--- src/rtl/uart_host_command_master_pkg.sv ---
// Shared constants, state encodings and helpers for the UART host command master.
package uart_host_command_master_pkg;

  localparam int unsigned WORD_W  = 32;
  localparam int unsigned COUNT_W = 28;

  localparam logic [15:0] COMMAND_WRITE = 16'h0001;
  localparam logic [15:0] COMMAND_READ  = 16'h0002;

  localparam logic [7:0] CHAR_L          = 8'h4C;
  localparam logic [7:0] CHAR_S          = 8'h53;
  localparam logic [7:0] CHAR_0          = 8'h30;
  localparam logic [7:0] CHAR_A          = 8'h41;
  localparam logic [7:0] CHAR_HEX_OFFSET = 8'h37;  // 'A' - 10

  typedef struct packed {
    logic [WORD_W-1:0]  command;
    logic [WORD_W-1:0]  address;
    logic [COUNT_W-1:0] count;
  } cmd_t;

  typedef enum logic [2:0] {
    TX_IDLE, TX_SEND_L, TX_SEND_COUNT, TX_SEND_CMD, TX_SEND_ADDR, TX_GET_WORD, TX_SEND_DATA
  } tx_state_e;

  typedef enum logic [2:0] {
    RX_IDLE, RX_COUNT, RX_STATUS, RX_ADDR, RX_DATA
  } rx_state_e;

  // A zero count still carries one data word.
  function automatic logic [COUNT_W-1:0] word_count(input logic [COUNT_W-1:0] count);
    return (count == '0) ? COUNT_W'(1) : count;
  endfunction

endpackage

--- src/rtl/uart_host_command_master_if.sv ---
// Command, write-stream, byte-uart and response signals of the host command master.
interface uart_host_command_master_if;
  import uart_host_command_master_pkg::*;

  logic               i_cmd_en;
  logic               o_cmd_ready;
  logic [WORD_W-1:0]  i_cmd_command;
  logic [WORD_W-1:0]  i_cmd_address;
  logic [COUNT_W-1:0] i_cmd_data_count;
  logic [WORD_W-1:0]  i_wr_data;
  logic               i_wr_data_valid;
  logic               o_wr_data_ready;
  logic [7:0]         o_tx_byte;
  logic               o_tx_en;
  logic               i_tx_busy;
  logic [7:0]         i_rx_byte;
  logic               i_rx_available;
  logic [WORD_W-1:0]  o_rsp_status;
  logic [WORD_W-1:0]  o_rsp_address;
  logic [COUNT_W-1:0] o_rsp_data_count;
  logic [WORD_W-1:0]  o_rsp_data;
  logic               o_rsp_data_valid;
  logic               o_rsp_done;
  logic               o_rsp_error;
  logic               o_rsp_busy;

  modport master (
    input  i_cmd_en, i_cmd_command, i_cmd_address, i_cmd_data_count,
    input  i_wr_data, i_wr_data_valid, i_tx_busy, i_rx_byte, i_rx_available,
    output o_cmd_ready, o_wr_data_ready, o_tx_byte, o_tx_en,
    output o_rsp_status, o_rsp_address, o_rsp_data_count, o_rsp_data,
    output o_rsp_data_valid, o_rsp_done, o_rsp_error, o_rsp_busy
  );

  modport slave (
    output i_cmd_en, i_cmd_command, i_cmd_address, i_cmd_data_count,
    output i_wr_data, i_wr_data_valid, i_tx_busy, i_rx_byte, i_rx_available,
    input  o_cmd_ready, o_wr_data_ready, o_tx_byte, o_tx_en,
    input  o_rsp_status, o_rsp_address, o_rsp_data_count, o_rsp_data,
    input  o_rsp_data_valid, o_rsp_done, o_rsp_error, o_rsp_busy
  );

endinterface

--- src/rtl/uart_hex_codec.sv ---
// Combinational uppercase ASCII-hex encoder and decoder.
module uart_hex_codec
  import uart_host_command_master_pkg::*;
(
  input  logic [3:0] enc_nibble,
  output logic [7:0] enc_char_c,
  input  logic [7:0] dec_char,
  output logic [3:0] dec_nibble_c,
  output logic       dec_illegal_c
);

  // Nibble to ASCII, ASCII to nibble; only '0'-'9' and 'A'-'F' decode as legal.
  always_comb begin
    enc_char_c    = (enc_nibble < 4'd10) ? 8'(CHAR_0 + 8'(enc_nibble))
                                         : 8'(CHAR_HEX_OFFSET + 8'(enc_nibble));
    dec_nibble_c  = 4'h0;
    dec_illegal_c = 1'b1;
    if (dec_char >= CHAR_0 && dec_char <= 8'(CHAR_0 + 8'd9)) begin
      dec_nibble_c  = 4'(dec_char - CHAR_0);
      dec_illegal_c = 1'b0;
    end else if (dec_char >= CHAR_A && dec_char <= 8'(CHAR_A + 8'd5)) begin
      dec_nibble_c  = 4'(dec_char - CHAR_HEX_OFFSET);
      dec_illegal_c = 1'b0;
    end
  end

endmodule

--- src/rtl/uart_host_command_master.sv ---
// Serialises 'L' command frames to ASCII hex and parses 'S' reply frames; tx and rx independent.
module uart_host_command_master
  import uart_host_command_master_pkg::*;
#(
  parameter int unsigned TIMEOUT_CYCLES = 32'd50_000_000
) (
  input logic clk,
  input logic rst_n,
  uart_host_command_master_if.master bus
);

  // ---------------- tx path ----------------
  tx_state_e          tx_state_q, tx_state_d;
  cmd_t               cmd_q, cmd_d;
  logic               is_write_q, is_write_d;
  logic [COUNT_W-1:0] tx_left_q, tx_left_d;
  logic [WORD_W-1:0]  tx_sh_q, tx_sh_d;
  logic [2:0]         tx_nib_q, tx_nib_d;
  logic               tx_out_q, tx_out_d;
  logic               tx_seen_q, tx_seen_d;
  logic [7:0]         tx_byte_q, tx_byte_d;
  logic               tx_en_q, tx_en_d;
  logic               cmd_ready_q, cmd_ready_d;
  logic               wr_ready_q, wr_ready_d;
  logic               can_send, send;
  logic [7:0]         send_char, tx_char_c;
  logic [3:0]         tx_nib_unused;
  logic               tx_ill_unused;

  uart_hex_codec u_tx_codec (
    .enc_nibble    (tx_sh_q[31:28]),
    .enc_char_c    (tx_char_c),
    .dec_char      (8'h00),
    .dec_nibble_c  (tx_nib_unused),
    .dec_illegal_c (tx_ill_unused)
  );

  // Tx next state: one byte per free uart slot, MS nibble of the shift register first.
  always_comb begin
    tx_state_d  = tx_state_q;
    cmd_d       = cmd_q;
    is_write_d  = is_write_q;
    tx_left_d   = tx_left_q;
    tx_sh_d     = tx_sh_q;
    tx_nib_d    = tx_nib_q;
    tx_out_d    = tx_out_q;
    tx_seen_d   = tx_seen_q;
    tx_byte_d   = tx_byte_q;
    tx_en_d     = 1'b0;
    send        = 1'b0;
    send_char   = tx_char_c;
    can_send    = !bus.i_tx_busy && !tx_out_q;

    // A byte is outstanding until busy has risen and fallen again.
    if (tx_out_q) begin
      if (bus.i_tx_busy) begin
        tx_seen_d = 1'b1;
      end else if (tx_seen_q) begin
        tx_out_d  = 1'b0;
        tx_seen_d = 1'b0;
      end
    end

    case (tx_state_q)
      TX_IDLE: begin
        if (bus.i_cmd_en) begin
          cmd_d      = '{command: bus.i_cmd_command, address: bus.i_cmd_address,
                         count: bus.i_cmd_data_count};
          is_write_d = (bus.i_cmd_command[15:0] == COMMAND_WRITE);
          tx_left_d  = is_write_d ? word_count(bus.i_cmd_data_count) : COUNT_W'(1);
          tx_state_d = TX_SEND_L;
        end
      end
      TX_SEND_L: begin
        if (can_send) begin
          send       = 1'b1;
          send_char  = CHAR_L;
          tx_sh_d    = {cmd_q.count, 4'h0};
          tx_nib_d   = 3'd0;
          tx_state_d = TX_SEND_COUNT;
        end
      end
      TX_SEND_COUNT, TX_SEND_CMD, TX_SEND_ADDR, TX_SEND_DATA: begin
        if (can_send) begin
          send     = 1'b1;
          tx_sh_d  = {tx_sh_q[27:0], 4'h0};
          tx_nib_d = 3'(tx_nib_q + 3'd1);
          if (tx_state_q == TX_SEND_COUNT && tx_nib_q == 3'd6) begin
            tx_sh_d    = cmd_q.command;
            tx_nib_d   = 3'd0;
            tx_state_d = TX_SEND_CMD;
          end else if (tx_state_q == TX_SEND_CMD && tx_nib_q == 3'd7) begin
            tx_sh_d    = cmd_q.address;
            tx_nib_d   = 3'd0;
            tx_state_d = TX_SEND_ADDR;
          end else if (tx_state_q == TX_SEND_ADDR && tx_nib_q == 3'd7) begin
            tx_nib_d   = 3'd0;
            tx_state_d = TX_GET_WORD;
          end else if (tx_state_q == TX_SEND_DATA && tx_nib_q == 3'd7) begin
            tx_nib_d = 3'd0;
            if (tx_left_q == COUNT_W'(1)) begin
              tx_state_d = TX_IDLE;
            end else begin
              tx_left_d  = COUNT_W'(tx_left_q - COUNT_W'(1));
              tx_state_d = TX_GET_WORD;
            end
          end
        end
      end
      TX_GET_WORD: begin
        if (!is_write_q) begin
          tx_sh_d    = '0;
          tx_nib_d   = 3'd0;
          tx_state_d = TX_SEND_DATA;
        end else if (wr_ready_q && bus.i_wr_data_valid) begin
          tx_sh_d    = bus.i_wr_data;
          tx_nib_d   = 3'd0;
          tx_state_d = TX_SEND_DATA;
        end
      end
      default: tx_state_d = TX_IDLE;
    endcase

    if (send) begin
      tx_en_d   = 1'b1;
      tx_byte_d = send_char;
      tx_out_d  = 1'b1;
      tx_seen_d = 1'b0;
    end
    cmd_ready_d = (tx_state_d == TX_IDLE);
    wr_ready_d  = (tx_state_d == TX_GET_WORD) && is_write_d;
  end

  // Tx state and registered outputs.
  always_ff @(posedge clk or negedge rst_n) begin
    if (!rst_n) begin
      tx_state_q  <= TX_IDLE;
      cmd_q       <= '0;
      is_write_q  <= 1'b0;
      tx_left_q   <= '0;
      tx_sh_q     <= '0;
      tx_nib_q    <= '0;
      tx_out_q    <= 1'b0;
      tx_seen_q   <= 1'b0;
      tx_byte_q   <= '0;
      tx_en_q     <= 1'b0;
      cmd_ready_q <= 1'b1;
      wr_ready_q  <= 1'b0;
    end else begin
      tx_state_q  <= tx_state_d;
      cmd_q       <= cmd_d;
      is_write_q  <= is_write_d;
      tx_left_q   <= tx_left_d;
      tx_sh_q     <= tx_sh_d;
      tx_nib_q    <= tx_nib_d;
      tx_out_q    <= tx_out_d;
      tx_seen_q   <= tx_seen_d;
      tx_byte_q   <= tx_byte_d;
      tx_en_q     <= tx_en_d;
      cmd_ready_q <= cmd_ready_d;
      wr_ready_q  <= wr_ready_d;
    end
  end

  // ---------------- rx path ----------------
  rx_state_e          rx_state_q, rx_state_d;
  logic [WORD_W-1:0]  rx_sh_q, rx_sh_d;
  logic [2:0]         rx_nib_q, rx_nib_d;
  logic [COUNT_W-1:0] rx_left_q, rx_left_d;
  logic [31:0]        tmo_q, tmo_d;
  logic [WORD_W-1:0]  status_q, status_d, addr_q, addr_d, data_q, data_d;
  logic [COUNT_W-1:0] count_q, count_d;
  logic               valid_q, valid_d, done_q, done_d, err_q, err_d, busy_q, busy_d;
  logic [3:0]         rx_nib_c;
  logic               rx_ill_c;
  logic [WORD_W-1:0]  rx_word;
  logic [7:0]         rx_char_unused;

  uart_hex_codec u_rx_codec (
    .enc_nibble    (4'h0),
    .enc_char_c    (rx_char_unused),
    .dec_char      (bus.i_rx_byte),
    .dec_nibble_c  (rx_nib_c),
    .dec_illegal_c (rx_ill_c)
  );

  assign rx_word = {rx_sh_q[27:0], rx_nib_c};

  // Rx next state: accumulate nibbles per field, strobe data/done/error.
  always_comb begin
    rx_state_d = rx_state_q;
    rx_sh_d    = rx_sh_q;
    rx_nib_d   = rx_nib_q;
    rx_left_d  = rx_left_q;
    tmo_d      = tmo_q;
    status_d   = status_q;
    addr_d     = addr_q;
    count_d    = count_q;
    data_d     = data_q;
    valid_d    = 1'b0;
    done_d     = 1'b0;
    err_d      = 1'b0;

    if (rx_state_q == RX_IDLE) begin
      tmo_d = '0;
      if (bus.i_rx_available && bus.i_rx_byte == CHAR_S) begin
        rx_sh_d    = '0;
        rx_nib_d   = 3'd0;
        rx_state_d = RX_COUNT;
      end
    end else if (bus.i_rx_available) begin
      tmo_d = '0;
      if (rx_ill_c) begin
        err_d      = 1'b1;
        rx_state_d = RX_IDLE;
      end else begin
        rx_sh_d  = rx_word;
        rx_nib_d = 3'(rx_nib_q + 3'd1);
        case (rx_state_q)
          RX_COUNT: if (rx_nib_q == 3'd6) begin
            count_d    = rx_word[COUNT_W-1:0];
            rx_left_d  = word_count(rx_word[COUNT_W-1:0]);
            rx_nib_d   = 3'd0;
            rx_state_d = RX_STATUS;
          end
          RX_STATUS: if (rx_nib_q == 3'd7) begin
            status_d   = rx_word;
            rx_state_d = RX_ADDR;
          end
          RX_ADDR: if (rx_nib_q == 3'd7) begin
            addr_d     = rx_word;
            rx_state_d = RX_DATA;
          end
          RX_DATA: if (rx_nib_q == 3'd7) begin
            data_d  = rx_word;
            valid_d = 1'b1;
            if (rx_left_q == COUNT_W'(1)) begin
              done_d     = 1'b1;
              rx_state_d = RX_IDLE;
            end else begin
              rx_left_d = COUNT_W'(rx_left_q - COUNT_W'(1));
            end
          end
          default: rx_state_d = RX_IDLE;
        endcase
      end
    end else if (TIMEOUT_CYCLES != 0 && tmo_q == 32'(TIMEOUT_CYCLES - 1)) begin
      tmo_d      = '0;
      err_d      = 1'b1;
      rx_state_d = RX_IDLE;
    end else begin
      tmo_d = 32'(tmo_q + 32'd1);
    end
    busy_d = (rx_state_d != RX_IDLE);
  end

  // Rx state and registered outputs.
  always_ff @(posedge clk or negedge rst_n) begin
    if (!rst_n) begin
      rx_state_q <= RX_IDLE;
      rx_sh_q    <= '0;
      rx_nib_q   <= '0;
      rx_left_q  <= '0;
      tmo_q      <= '0;
      status_q   <= '0;
      addr_q     <= '0;
      count_q    <= '0;
      data_q     <= '0;
      valid_q    <= 1'b0;
      done_q     <= 1'b0;
      err_q      <= 1'b0;
      busy_q     <= 1'b0;
    end else begin
      rx_state_q <= rx_state_d;
      rx_sh_q    <= rx_sh_d;
      rx_nib_q   <= rx_nib_d;
      rx_left_q  <= rx_left_d;
      tmo_q      <= tmo_d;
      status_q   <= status_d;
      addr_q     <= addr_d;
      count_q    <= count_d;
      data_q     <= data_d;
      valid_q    <= valid_d;
      done_q     <= done_d;
      err_q      <= err_d;
      busy_q     <= busy_d;
    end
  end

  assign bus.o_cmd_ready      = cmd_ready_q;
  assign bus.o_wr_data_ready  = wr_ready_q;
  assign bus.o_tx_byte        = tx_byte_q;
  assign bus.o_tx_en          = tx_en_q;
  assign bus.o_rsp_status     = status_q;
  assign bus.o_rsp_address    = addr_q;
  assign bus.o_rsp_data_count = count_q;
  assign bus.o_rsp_data       = data_q;
  assign bus.o_rsp_data_valid = valid_q;
  assign bus.o_rsp_done       = done_q;
  assign bus.o_rsp_error      = err_q;
  assign bus.o_rsp_busy       = busy_q;

endmodule
--- src/flat_wrapper.sv ---
// flat-port wrapper written by rule: the top's interface ports become plain ports
module uart_host_command_master_flat import uart_host_command_master_pkg::*;
#(
  parameter int unsigned TIMEOUT_CYCLES = 32'd50_000_000
)
  (clk, rst_n, bus_i_cmd_en, bus_i_cmd_command, bus_i_cmd_address, bus_i_cmd_data_count, bus_i_wr_data, bus_i_wr_data_valid, bus_i_tx_busy, bus_i_rx_byte, bus_i_rx_available, bus_o_cmd_ready, bus_o_wr_data_ready, bus_o_tx_byte, bus_o_tx_en, bus_o_rsp_status, bus_o_rsp_address, bus_o_rsp_data_count, bus_o_rsp_data, bus_o_rsp_data_valid, bus_o_rsp_done, bus_o_rsp_error, bus_o_rsp_busy);
  uart_host_command_master_if bus_i ();
  input logic clk;
  input logic rst_n;
  input wire logic [$bits(bus_i.i_cmd_en)-1:0] bus_i_cmd_en;
  input wire logic [$bits(bus_i.i_cmd_command)-1:0] bus_i_cmd_command;
  input wire logic [$bits(bus_i.i_cmd_address)-1:0] bus_i_cmd_address;
  input wire logic [$bits(bus_i.i_cmd_data_count)-1:0] bus_i_cmd_data_count;
  input wire logic [$bits(bus_i.i_wr_data)-1:0] bus_i_wr_data;
  input wire logic [$bits(bus_i.i_wr_data_valid)-1:0] bus_i_wr_data_valid;
  input wire logic [$bits(bus_i.i_tx_busy)-1:0] bus_i_tx_busy;
  input wire logic [$bits(bus_i.i_rx_byte)-1:0] bus_i_rx_byte;
  input wire logic [$bits(bus_i.i_rx_available)-1:0] bus_i_rx_available;
  output wire logic [$bits(bus_i.o_cmd_ready)-1:0] bus_o_cmd_ready;
  output wire logic [$bits(bus_i.o_wr_data_ready)-1:0] bus_o_wr_data_ready;
  output wire logic [$bits(bus_i.o_tx_byte)-1:0] bus_o_tx_byte;
  output wire logic [$bits(bus_i.o_tx_en)-1:0] bus_o_tx_en;
  output wire logic [$bits(bus_i.o_rsp_status)-1:0] bus_o_rsp_status;
  output wire logic [$bits(bus_i.o_rsp_address)-1:0] bus_o_rsp_address;
  output wire logic [$bits(bus_i.o_rsp_data_count)-1:0] bus_o_rsp_data_count;
  output wire logic [$bits(bus_i.o_rsp_data)-1:0] bus_o_rsp_data;
  output wire logic [$bits(bus_i.o_rsp_data_valid)-1:0] bus_o_rsp_data_valid;
  output wire logic [$bits(bus_i.o_rsp_done)-1:0] bus_o_rsp_done;
  output wire logic [$bits(bus_i.o_rsp_error)-1:0] bus_o_rsp_error;
  output wire logic [$bits(bus_i.o_rsp_busy)-1:0] bus_o_rsp_busy;
  assign bus_i.i_cmd_en = bus_i_cmd_en;
  assign bus_i.i_cmd_command = bus_i_cmd_command;
  assign bus_i.i_cmd_address = bus_i_cmd_address;
  assign bus_i.i_cmd_data_count = bus_i_cmd_data_count;
  assign bus_i.i_wr_data = bus_i_wr_data;
  assign bus_i.i_wr_data_valid = bus_i_wr_data_valid;
  assign bus_i.i_tx_busy = bus_i_tx_busy;
  assign bus_i.i_rx_byte = bus_i_rx_byte;
  assign bus_i.i_rx_available = bus_i_rx_available;
  assign bus_o_cmd_ready = bus_i.o_cmd_ready;
  assign bus_o_wr_data_ready = bus_i.o_wr_data_ready;
  assign bus_o_tx_byte = bus_i.o_tx_byte;
  assign bus_o_tx_en = bus_i.o_tx_en;
  assign bus_o_rsp_status = bus_i.o_rsp_status;
  assign bus_o_rsp_address = bus_i.o_rsp_address;
  assign bus_o_rsp_data_count = bus_i.o_rsp_data_count;
  assign bus_o_rsp_data = bus_i.o_rsp_data;
  assign bus_o_rsp_data_valid = bus_i.o_rsp_data_valid;
  assign bus_o_rsp_done = bus_i.o_rsp_done;
  assign bus_o_rsp_error = bus_i.o_rsp_error;
  assign bus_o_rsp_busy = bus_i.o_rsp_busy;
  uart_host_command_master #(.TIMEOUT_CYCLES(TIMEOUT_CYCLES)) u_core (.clk(clk), .rst_n(rst_n), .bus(bus_i));
endmodule
--- config.mk ---
export PLATFORM = sky130hd
export DESIGN_NAME = uart_host_command_master_flat
export DESIGN_NICKNAME = d
export VERILOG_FILES = /design/src/rtl/uart_host_command_master_pkg.sv /design/src/rtl/uart_host_command_master_if.sv /design/src/rtl/uart_hex_codec.sv /design/src/rtl/uart_host_command_master.sv /design/src/flat_wrapper.sv
export SDC_FILE = /design/constraint.sdc
export NUM_CORES = 1
export LEC_CHECK = 0
export ABC_AREA = 1
export BUFFER_PORTS_ARGS = -buffer_cell sky130_fd_sc_hd__buf_2
export CORE_MARGIN = 3
export CORE_UTILIZATION = 45
export DETAILED_ROUTE_END_ITERATION = 8
export PLACE_DENSITY = 0.65
export SYNTH_ARGS = -nofsm -noshare
export SYNTH_HDL_FRONTEND = slang
export SYNTH_SLANG_ARGS = --single-unit
--- constraint.sdc ---
create_clock -name clk -period 4.1 [get_ports clk]
set_input_delay 0.205 -clock clk [delete_from_list [all_inputs] [get_ports clk]]
set_output_delay 0.205 -clock clk [all_outputs]
set_load 0.03 [all_outputs]
==> impl_metrics.json, run 1 <==
{
  "fin_crit_ps": 2860,
  "yosys_warnings": 0,
  "synth_enable_flop_cells": 0,
  "dp.cells": 3167,
  "slew_viol_final": 0,
  "ios": 277,
  "remaining_drc_errors": 0,
  "grtUsageTotal": 0.259,
  "netSwitchingFraction": 0.372,
  "finalSetupViolations": 0,
  "power_density_nw_per_um2": 567,
  "ys_seq_area_frac": 0.511,
  "avgSynthCellArea_um2": 7.87,
  "ant_nets": 0,
  "drv_cap": 0,
  "grt_pass1_wl_um": 93700,
  "instances_no_fill": 3349,
  "drt_wl_total_um": 58600,
  "hold_start": "bus_i_wr_data[9]",
  "clkTransAtPathRegs_ps": 60,
  "root_buffer": "clkbuf_16",
  "vdd_drop_max_uv": 472,
  "r2r_start": "u_core.tx_state_q[2]",
  "final_cell_mix": "nand2_1, dfrtp_1, o21ai_0",
  "drt_iter0_drc": 1794,
  "crit_type": "register to register",
  "final_hold_viol_count": 0,
  "arrival_ps": 3300,
  "clock_path_buffers": 3,
  "synthArstFlopShare": 1.00,
  "hold_end": "u_core.tx_sh_q[9]",
  "grt_max_degree": 104,
  "reg2reg_slack_ps": 1240,
  "post-cts-setup-buffer-count": 0,
  "place_ws_ps": 1200,
  "drive_above_1_share": 0.154,
  "seqPwrFrac": 0.385,
  "fin_skew_ps": 25.9,
  "cts_max_level": 2,
  "synthesis.instances": 2446,
  "p_sw_uw": 4950,
  "cts_buffers": 43,
  "start_util": 0.457,
  "rows": 75,
  "dieArea_um2": 45300,
  "antenna_found_initial": 4,
  "synth_area_um2": 19200,
  "areaGrowthSynthToFinish_pct": 22.0,
  "synth_ff_type": "dfrtp_1",
  "synth_top_cell_area_share": 0.510,
  "p_clk_frac": 0.298,
  "port-buffer-count": 275,
  "slew_headroom": 0.197,
  "cp_max_fo": 35,
  "fin_ws_ps": 1240,
  "multi_input_area_um2": 8020,
  "grt_pass1_vias": 17284,
  "vias_per_cell": 5.35,
  "cts.sinks": 393,
  "fmax_ghz": 0.349,
  "cp.required_ps": 4530,
  "worstReg2RegEnd": "u_core.tx_left_q[4]",
  "gr-total-overflow": 0,
  "regArea_um2": 9840,
  "period_share": 0.698,
  "gp_congestion": 0.941,
  "power_uw": 13300,
  "crit_path_start_kind": "register",
  "fillCellCount": 3818,
  "reg2regPathDepth": 11,
  "tns_ps": 0,
  "synth-seq-cells": 393,
  "synth_top_area_cell": "dfrtp_1",
  "p_int_uw": 8370,
  "wl_per_cell_um": 17.5,
  "layout_commonest_cell": "nand2_1",
  "hold_depth": 4,
  "cts_resized": 0,
  "rsz0062_at_grt": "false",
  "hold_path_class": "primary input to register",
  "die_h_um": 213,
  "synth.area.top_cells": "dfrtp_1, nand2_1, o21ai_0",
  "clk-insertion-delay-late_ps": 570,
  "power_leakage_uw": 0.0117,
  "status": "complete, no violations",
  "synth_nets": 2599,
  "tightest_slew_ps": 1210,
  "vias": 17929,
  "crit_path_end_kind": "register",
  "cts_tree": "built",
  "finalNetCount": 2930,
  "ys_types": 46,
  "drt-pass1-iter-count": 5,
  "core_area_um2": 42100,
  "hpwlAfterDp_um": 40300,
  "fp.dieW_um": 213,
  "comb_power_share": 0.317
}
## layer usage
layer	wire length [um]	GRT usage	part of all wire	up-vias
met3	4130	0.0517	0.071	144
met4	2030	0.0890	0.035	4
met5	21	0	0.00036	-
met2	25000	0.378	0.43	670
met1	27400	0.384	0.47	8487
li1	-	-	-	8624
## cells by family after synthesis
logic type | Yosys count | share of synthesized area
AO/OA/AOI/OAI | 485 | 0.140
flip-flops | 393 | 0.511
AND/OR/NAND/NOR | 1187 | 0.257
buffers and inverters | 344 | 0.0726
other | 1 | 0.000195
XOR/XNOR | 21 | 0.00956
adder cells (fa/ha/maj) | 15 | 0.00976
## power groups by stage
stage	clock network [uW]	logic [uW]	registers (uW)
after floorplan	0	2910	5080
after global placement	0	3970	5150
after detailed placement	0	4060	5170
after CTS	4050	4170	5110
after global routing	4220	4780	5200
final	3970	4220	5130
## state kept, by name, summed over array words and instances (netlist names), 28 cells and up
signal,cells
u_core.tx_left_q,28
u_core.tmo_q,32
u_core.bus.o_rsp_data_count,28
u_core.bus.o_rsp_status,32
u_core.bus.o_rsp_address,32
u_core.rx_left_q,28
u_core.cmd_q,92
u_core.rx_sh_q,28
u_core.tx_sh_q,32
u_core.bus.o_rsp_data,32
## worst max path at each step
stage / start / end / slack (ps) / cells past startpoint
floorplan: u_core.tx_nib_q[1] / u_core.tx_nib_q[0] / 2330 / 8
detailed placement: bus_i_rx_byte[1] / u_core.bus.o_rsp_status[16] / 1200 / 13
CTS: u_core.rx_state_q[0] / u_core.bus.o_rsp_status[16] / 1280 / 9
finish: u_core.tx_state_q[2] / u_core.tx_left_q[4] / 1240 / 11
global placement: bus_i_rx_byte[0] / u_core.bus.o_rsp_status[9] / 1380 / 12
global route: u_core.rx_state_q[0] / u_core.bus.o_rsp_status[16] / 980 / 9
## layout make-up
cell class                 instances  share of cell area
timing repair buffer             398               0.112
clock buffer                      61              0.0543
clock inverter                    15             0.00757
tap                              539              0.0287
inverter                         232              0.0373
sequential                       393               0.419
multi-input combinational       1709               0.341
antenna                            2            0.000213
## synthesized netlist by cell type, types with 2 or more instances
cell,n
o21ai_2,31
buf_6,7
nor2_4,3
o22ai_1,30
nand2_2,9
nand2_1,686
dfrtp_1,392
nand3_2,2
buf_1,3
a41oi_1,7
inv_2,9
nand3b_1,4
or2_2,3
xnor2_1,7
o21ai_1,13
o22a_1,6
clkbuf_1,68
nor2_1,219
ha_1,15
inv_1,222
a21oi_1,63
nand4_1,31
nor3_4,2
nor3_1,30
o211ai_1,2
o31ai_1,5
nor2_2,5
a22oi_1,5
nand3_1,180
buf_4,3
xor2_1,14
a31oi_1,4
a211oi_1,2
buf_2,31
nor4_1,9
o21bai_1,3
o21ai_0,312
## critical path: stages, from the launching register on
cell and delay (ps):
dfrtp_1 490, nand2_1 170, inv_2 120, nor2_4 40
inv_2 450, nor2_1 90, a21oi_1 160, nand2_2 200
inv_2 470, buf_4 290, nand2_1 90, o21ai_0 140
## metrics by stage
step,hold WS [ps],area (um^2),util
after CTS,30.0,23500,0.557
after global placement,311,21000,0.498
after detailed placement,318,21000,0.498
after global routing,52.6,23500,0.557
final,53.5,23500,0.557
after floorplan,-90.6,19200,-
## what timing repair did
action                                  4_1_cts  5_1_grt
endpoints found under the setup margin        0        0
hold endpoints to repair                    205        0
hold buffers                                104        0
Note: power is estimated with default switching activity, not from simulation.
==> run 2, diff against run 1 <==
Settings changed: PLACE_DENSITY 0.65 to 0.68.
Clock period 4.1 ns to 2.6 ns, I/O delays scaled along.
==> impl_metrics.json, run 2 (synthesis results as in run 1) <==
{
  "status": "complete, no violations",
  "die_h_um": 213,
  "arrival_ps": 2820,
  "slew_viol_final": 0,
  "power_density_nw_per_um2": 914,
  "drt_wl_total_um": 60400,
  "grtUsageTotal": 0.264,
  "drv_cap": 0,
  "cp_max_fo": 27,
  "crit_path_end_kind": "register",
  "power_leakage_uw": 0.0120,
  "finalNetCount": 2977,
  "hpwlAfterDp_um": 40500,
  "crit_type": "register to register",
  "grt_pass1_vias": 17822,
  "areaGrowthSynthToFinish_pct": 25.7,
  "slew_headroom": 0.271,
  "gr-total-overflow": 0,
  "drt_iter0_drc": 1849,
  "cp.required_ps": 3030,
  "crit_chain": "nor2_1 > nor2_4 > inv_2 > a21oi_1 > nor2_4 > inv_2 > nor2_1 > a22oi_1",
  "wl_per_cell_um": 17.8,
  "core_area_um2": 42100,
  "clkTransAtPathRegs_ps": 60,
  "final_hold_viol_count": 0,
  "final_util": 0.574,
  "crit_path_start_kind": "register",
  "fin_crit_ps": 2380,
  "root_buffer": "clkbuf_16",
  "remaining_drc_errors": 0,
  "rows": 75,
  "met3_length_um": 4120,
  "rsz0062_at_grt": "false",
  "hold_path_class": "primary input to register",
  "path_buf_inv": 2,
  "finalSetupViolations": 0,
  "clock_path_buffers": 3,
  "drt-pass1-iter-count": 6,
  "drt-met1-wl_um": 27500,
  "final_cell_mix": "nand2_1, dfrtp_1, o21ai_0",
  "fin_skew_ps": 27.5,
  "fin_area_um2": 24200,
  "start_util": 0.457,
  "grt_max_degree": 126,
  "tightest_slew_ps": 1090,
  "ios": 277,
  "cts_buffers": 44,
  "layout_commonest_cell": "nand2_1",
  "place_ws_ps": 54.6,
  "fin_ws_ps": 218,
  "dp.cells": 3193,
  "wl_met2_um": 26400,
  "regMostFlops": "u_core.cmd_q",
  "gp_congestion": 0.911,
  "instances_no_fill": 3400,
  "top_layer_used": "met5",
  "cts.sinks": 393,
  "fp.dieW_um": 213,
  "slowest_delay_ps": 570,
  "vias_per_cell": 5.47,
  "tns_ps": 0,
  "grt_pass1_wl_um": 95800,
  "dpl_cell_area_um2": 21200,
  "clk-insertion-delay-late_ps": 570,
  "largest_reg_flops": 92,
  "path_delay_family": "simple AND/OR/NAND/NOR gates",
  "vdd_drop_max_uv": 535,
  "cts_tree": "built",
  "port-buffer-count": 275,
  "period_share": 0.916,
  "cts_max_level": 2,
  "slowest_stage": "nor2_4",
  "antenna_found_initial": 3,
  "fmax_ghz": 0.420,
  "ant_nets": 0,
  "drive_above_1_share": 0.166,
  "vias": 18592,
  "dieArea_um2": 45300
}
## run 2: cell types whose count changed in the layout (fill, tap and decap cells not counted), sizes merged
cell,delta
buf,+30
dlygate4sd3,+14
bufinv,+8
clkinv,+6
clkbuf,-5
clkinvlp,-3
diode,+1
inv,-1
nor2,+1
## run 2: report_power, final
| group | total, uW | switching, uW | internal, uW |
|---|---|---|---|
| logic | 6870 | 4690 | 2190 |
| clock network | 7170 | 2640 | 4530 |
| registers | 8060 | 697 | 7370 |
| total | 22100 | 8030 | 14100 |
## run 2: per-layer routing
layer  vias to the layer above  global-route usage
met5                         -                   0
met4                         2               0.112
met3                       163              0.0447
met2                       778               0.393
met1                      8917               0.383
li1                       8732                   -
## run 2: through the flow
step | hold slack (ps) | total power, uW
4_1_cts | 0.690 | 22100
6_report | 45.8 | 22100
3_3_place_gp | 185 | 14400
5_1_grt | 61.5 | 23500
2_1_floorplan | -166 | 12600
3_5_place_dp | 194 | 14600
## run 2: final timing paths
kind,from,to,slack (ps),cells past startpoint
max in group asynchronous,rst_n,u_core.is_write_q,1600,3
worst min-delay path,bus_i_wr_data[23],u_core.tx_sh_q[23],50,5
worst max-delay path,u_core.tx_state_q[1],u_core.tx_sh_q[19],220,8
min in group asynchronous,rst_n,u_core.bus.o_rsp_address[13],160,2
worst max register to register,u_core.tx_state_q[1],u_core.tx_sh_q[19],220,8
worst min register to register,u_core.tmo_q[0],u_core.tmo_q[0],460,1
## run 2: what timing repair did
item | 4_1_cts | 5_1_grt
endpoints found under the setup margin | 1 | 94
hold buffers | 118 | 0
gates cloned | 1 | 0
hold endpoints to repair | 215 | 0
buffers inserted | 0 | 5
resized for setup | 0 | 11
pin swaps | 1 | 1
## run 2: cell type report
cell class,instances,area [um^2]
Clock inverter,25,429
Tap cell,539,674
Antenna cell,3,7.51
Fill cell,3697,18000
Multi-Input combinational cell,1710,8020
Inverter,232,888
Timing Repair Buffer,443,3070
Sequential cell,393,9840
Clock buffer,55,1250
## run 2: tightest hold or removal path: cells and delay by family
kind | cells | cell delay [ps]
AND/OR/NAND/NOR | 2 | 130
buffers and inverters | 1 | 130
AO/OA/AOI/OAI | 2 | 180
==> run 3, diff against run 2 <==
Clock period 2.6 ns to 2 ns, I/O delays scaled along.
==> impl_metrics.json, run 3 (synthesis results as in run 1) <==
{
  "areaGrowthSynthToFinish_pct": 32.3,
  "fillCellCount": 3671,
  "tightest_slew_ps": 588,
  "crit_type": "register to register",
  "rsz0062_at_grt": "true",
  "hold-worst-slack_ps": 23.5,
  "cts_max_level": 2,
  "ant_nets": 0,
  "crit_chain": "buf_4 > inv_1 > nand4_1 > inv_1 > a21oi_1 > a21oi_1 > o21ai_1 > nand2_1",
  "dieArea_um2": 45300,
  "cp.required_ps": 2510,
  "grt_pass1_wl_um": 97700,
  "port-buffer-count": 275,
  "ios": 277,
  "slowest_delay_ps": 430,
  "status": "complete, no violations",
  "worstReg2RegEnd": "u_core.tx_sh_q[18]",
  "slew_headroom": 0.608,
  "crit_path_start_kind": "register",
  "grt_pass1_vias": 18256,
  "clkTransAtPathRegs_ps": 60,
  "power_leakage_uw": 0.0127,
  "clk-insertion-delay-late_ps": 570,
  "place_ws_ps": -283,
  "tns_ps": 0,
  "critPathLaunch": "u_core.tx_state_q[2]",
  "final_cell_mix": "nand2_1, dfrtp_1, o21ai_0",
  "power_uw": 28900,
  "hold_path_class": "primary input to register",
  "gr-total-overflow": 0,
  "drt-pass1-iter-count": 5,
  "power_density_nw_per_um2": 1140,
  "drt_wl_total_um": 62100,
  "root_buffer": "clkbuf_16",
  "die_h_um": 213,
  "rows": 75,
  "instances_no_fill": 3533,
  "drt_iter0_drc": 1886,
  "remaining_drc_errors": 0,
  "clock_path_buffers": 3,
  "antenna_found_initial": 3,
  "core_area_um2": 42100,
  "finalSetupViolations": 0,
  "fin_ws_ps": 61.0,
  "layout_commonest_cell": "nand2_1",
  "fin_crit_ps": 1940,
  "grt_max_degree": 103,
  "drv_cap": 0,
  "slew_viol_final": 0,
  "drive_above_1_share": 0.221,
  "cts.sinks": 393,
  "slowest_stage": "inv_1",
  "grtUsageTotal": 0.270,
  "reg2reg_slack_ps": 60,
  "fmax_ghz": 0.516,
  "hold_depth": 5,
  "start_util": 0.457,
  "largest_reg_flops": 92,
  "r2r_start": "u_core.tx_state_q[2]",
  "hpwlAfterDp_um": 41900,
  "finalNetCount": 3110,
  "period_share": 0.970,
  "path_delay_family": "buffers and inverters",
  "fin_skew_ps": 8.63,
  "endpoint": "u_core.tx_sh_q[18]",
  "cp_max_fo": 11,
  "final_hold_viol_count": 0,
  "arrival_ps": 2450,
  "regMostFlops": "u_core.cmd_q",
  "reg2regPathDepth": 8,
  "cts_buffers": 44,
  "dp.cells": 3312,
  "fp.dieW_um": 213,
  "vias_per_cell": 5.37,
  "wl_per_cell_um": 17.6,
  "crit_path_end_kind": "register",
  "vias": 18986,
  "gp_congestion": 0.946,
  "path_buf_inv": 3,
  "regArea_um2": 9840,
  "cts_tree": "built",
  "path_depth": 8,
  "vdd_drop_max_uv": 662,
  "multi_input_area_um2": 8280
}
## run 3: cell types whose count changed in the layout (fill, tap and decap cells not counted), sizes merged
cell,before,now
buf,324,455
bufinv,11,4
clkbuf,56,64
clkinv,13,18
clkinvlp,2,3
diode,3,2
dlygate4sd3,118,114
inv,231,229
nor2,228,230
## run 3: final cells by class
| class | instances | share of cell area |
|---|---|---|
| clock inverter | 21 | 0.00885 |
| multi-input combinational | 1712 | 0.325 |
| antenna | 2 | 0.000197 |
| sequential | 393 | 0.386 |
| inverter | 232 | 0.0348 |
| timing repair buffer | 573 | 0.167 |
| tap | 539 | 0.0265 |
| clock buffer | 60 | 0.0512 |
| timing repair inverter | 1 | 0.000197 |
## run 3: tightest hold or removal path: stages
cell and delay, ps:
buf_2 100, nand3_1 70, o21ai_0 90, nor2_1 60, a22oi_1 120
## run 3: stage by stage
stage | util | area [um^2]
3_3_place_gp | 0.528 | 22200
6_report | 0.604 | 25500
3_5_place_dp | 0.528 | 22200
2_1_floorplan | - | 19200
4_1_cts | 0.593 | 25000
5_1_grt | 0.604 | 25500
## run 3: repair_timing
action	4_1_cts	5_1_grt
gates cloned	3	6
setup endpoints to repair	41	249
setup buffers	2	14
hold endpoints to repair	453	0
pin swaps	4	19
resized for setup	8	95
hold buffers	114	0
## run 3: power breakdown
part | total (uW) | switching [uW] | leakage, uW | internal [uW]
Clock | 8430 | 3340 | 0.000762 | 5090
Sequential | 10500 | 878 | 0.00503 | 9580
Combinational | 10000 | 6410 | 0.00692 | 3590
## run 3: how the worst min path moves through the flow
| stage | from | to |
|---|---|---|
| 2_1_floorplan | rst_n | u_core.bus.o_rsp_address[0] |
| 3_3_place_gp | rst_n | u_core.bus.o_rsp_data[9] |
| 3_5_place_dp | rst_n | u_core.bus.o_rsp_status[16] |
| 4_1_cts | bus_i_wr_data[18] | u_core.tx_sh_q[18] |
| 5_1_grt | bus_i_wr_data[21] | u_core.tx_sh_q[21] |
| 6_report | bus_i_wr_data[27] | u_core.tx_sh_q[27] |
## run 3: routing by layer
metal,global-route usage,vias to the layer above,wire length (um)
met4,0.110,2,2400
li1,-,9009,-
met3,0.0378,152,4330
met1,0.391,9004,28000
met2,0.410,819,27300
met5,0,-,7
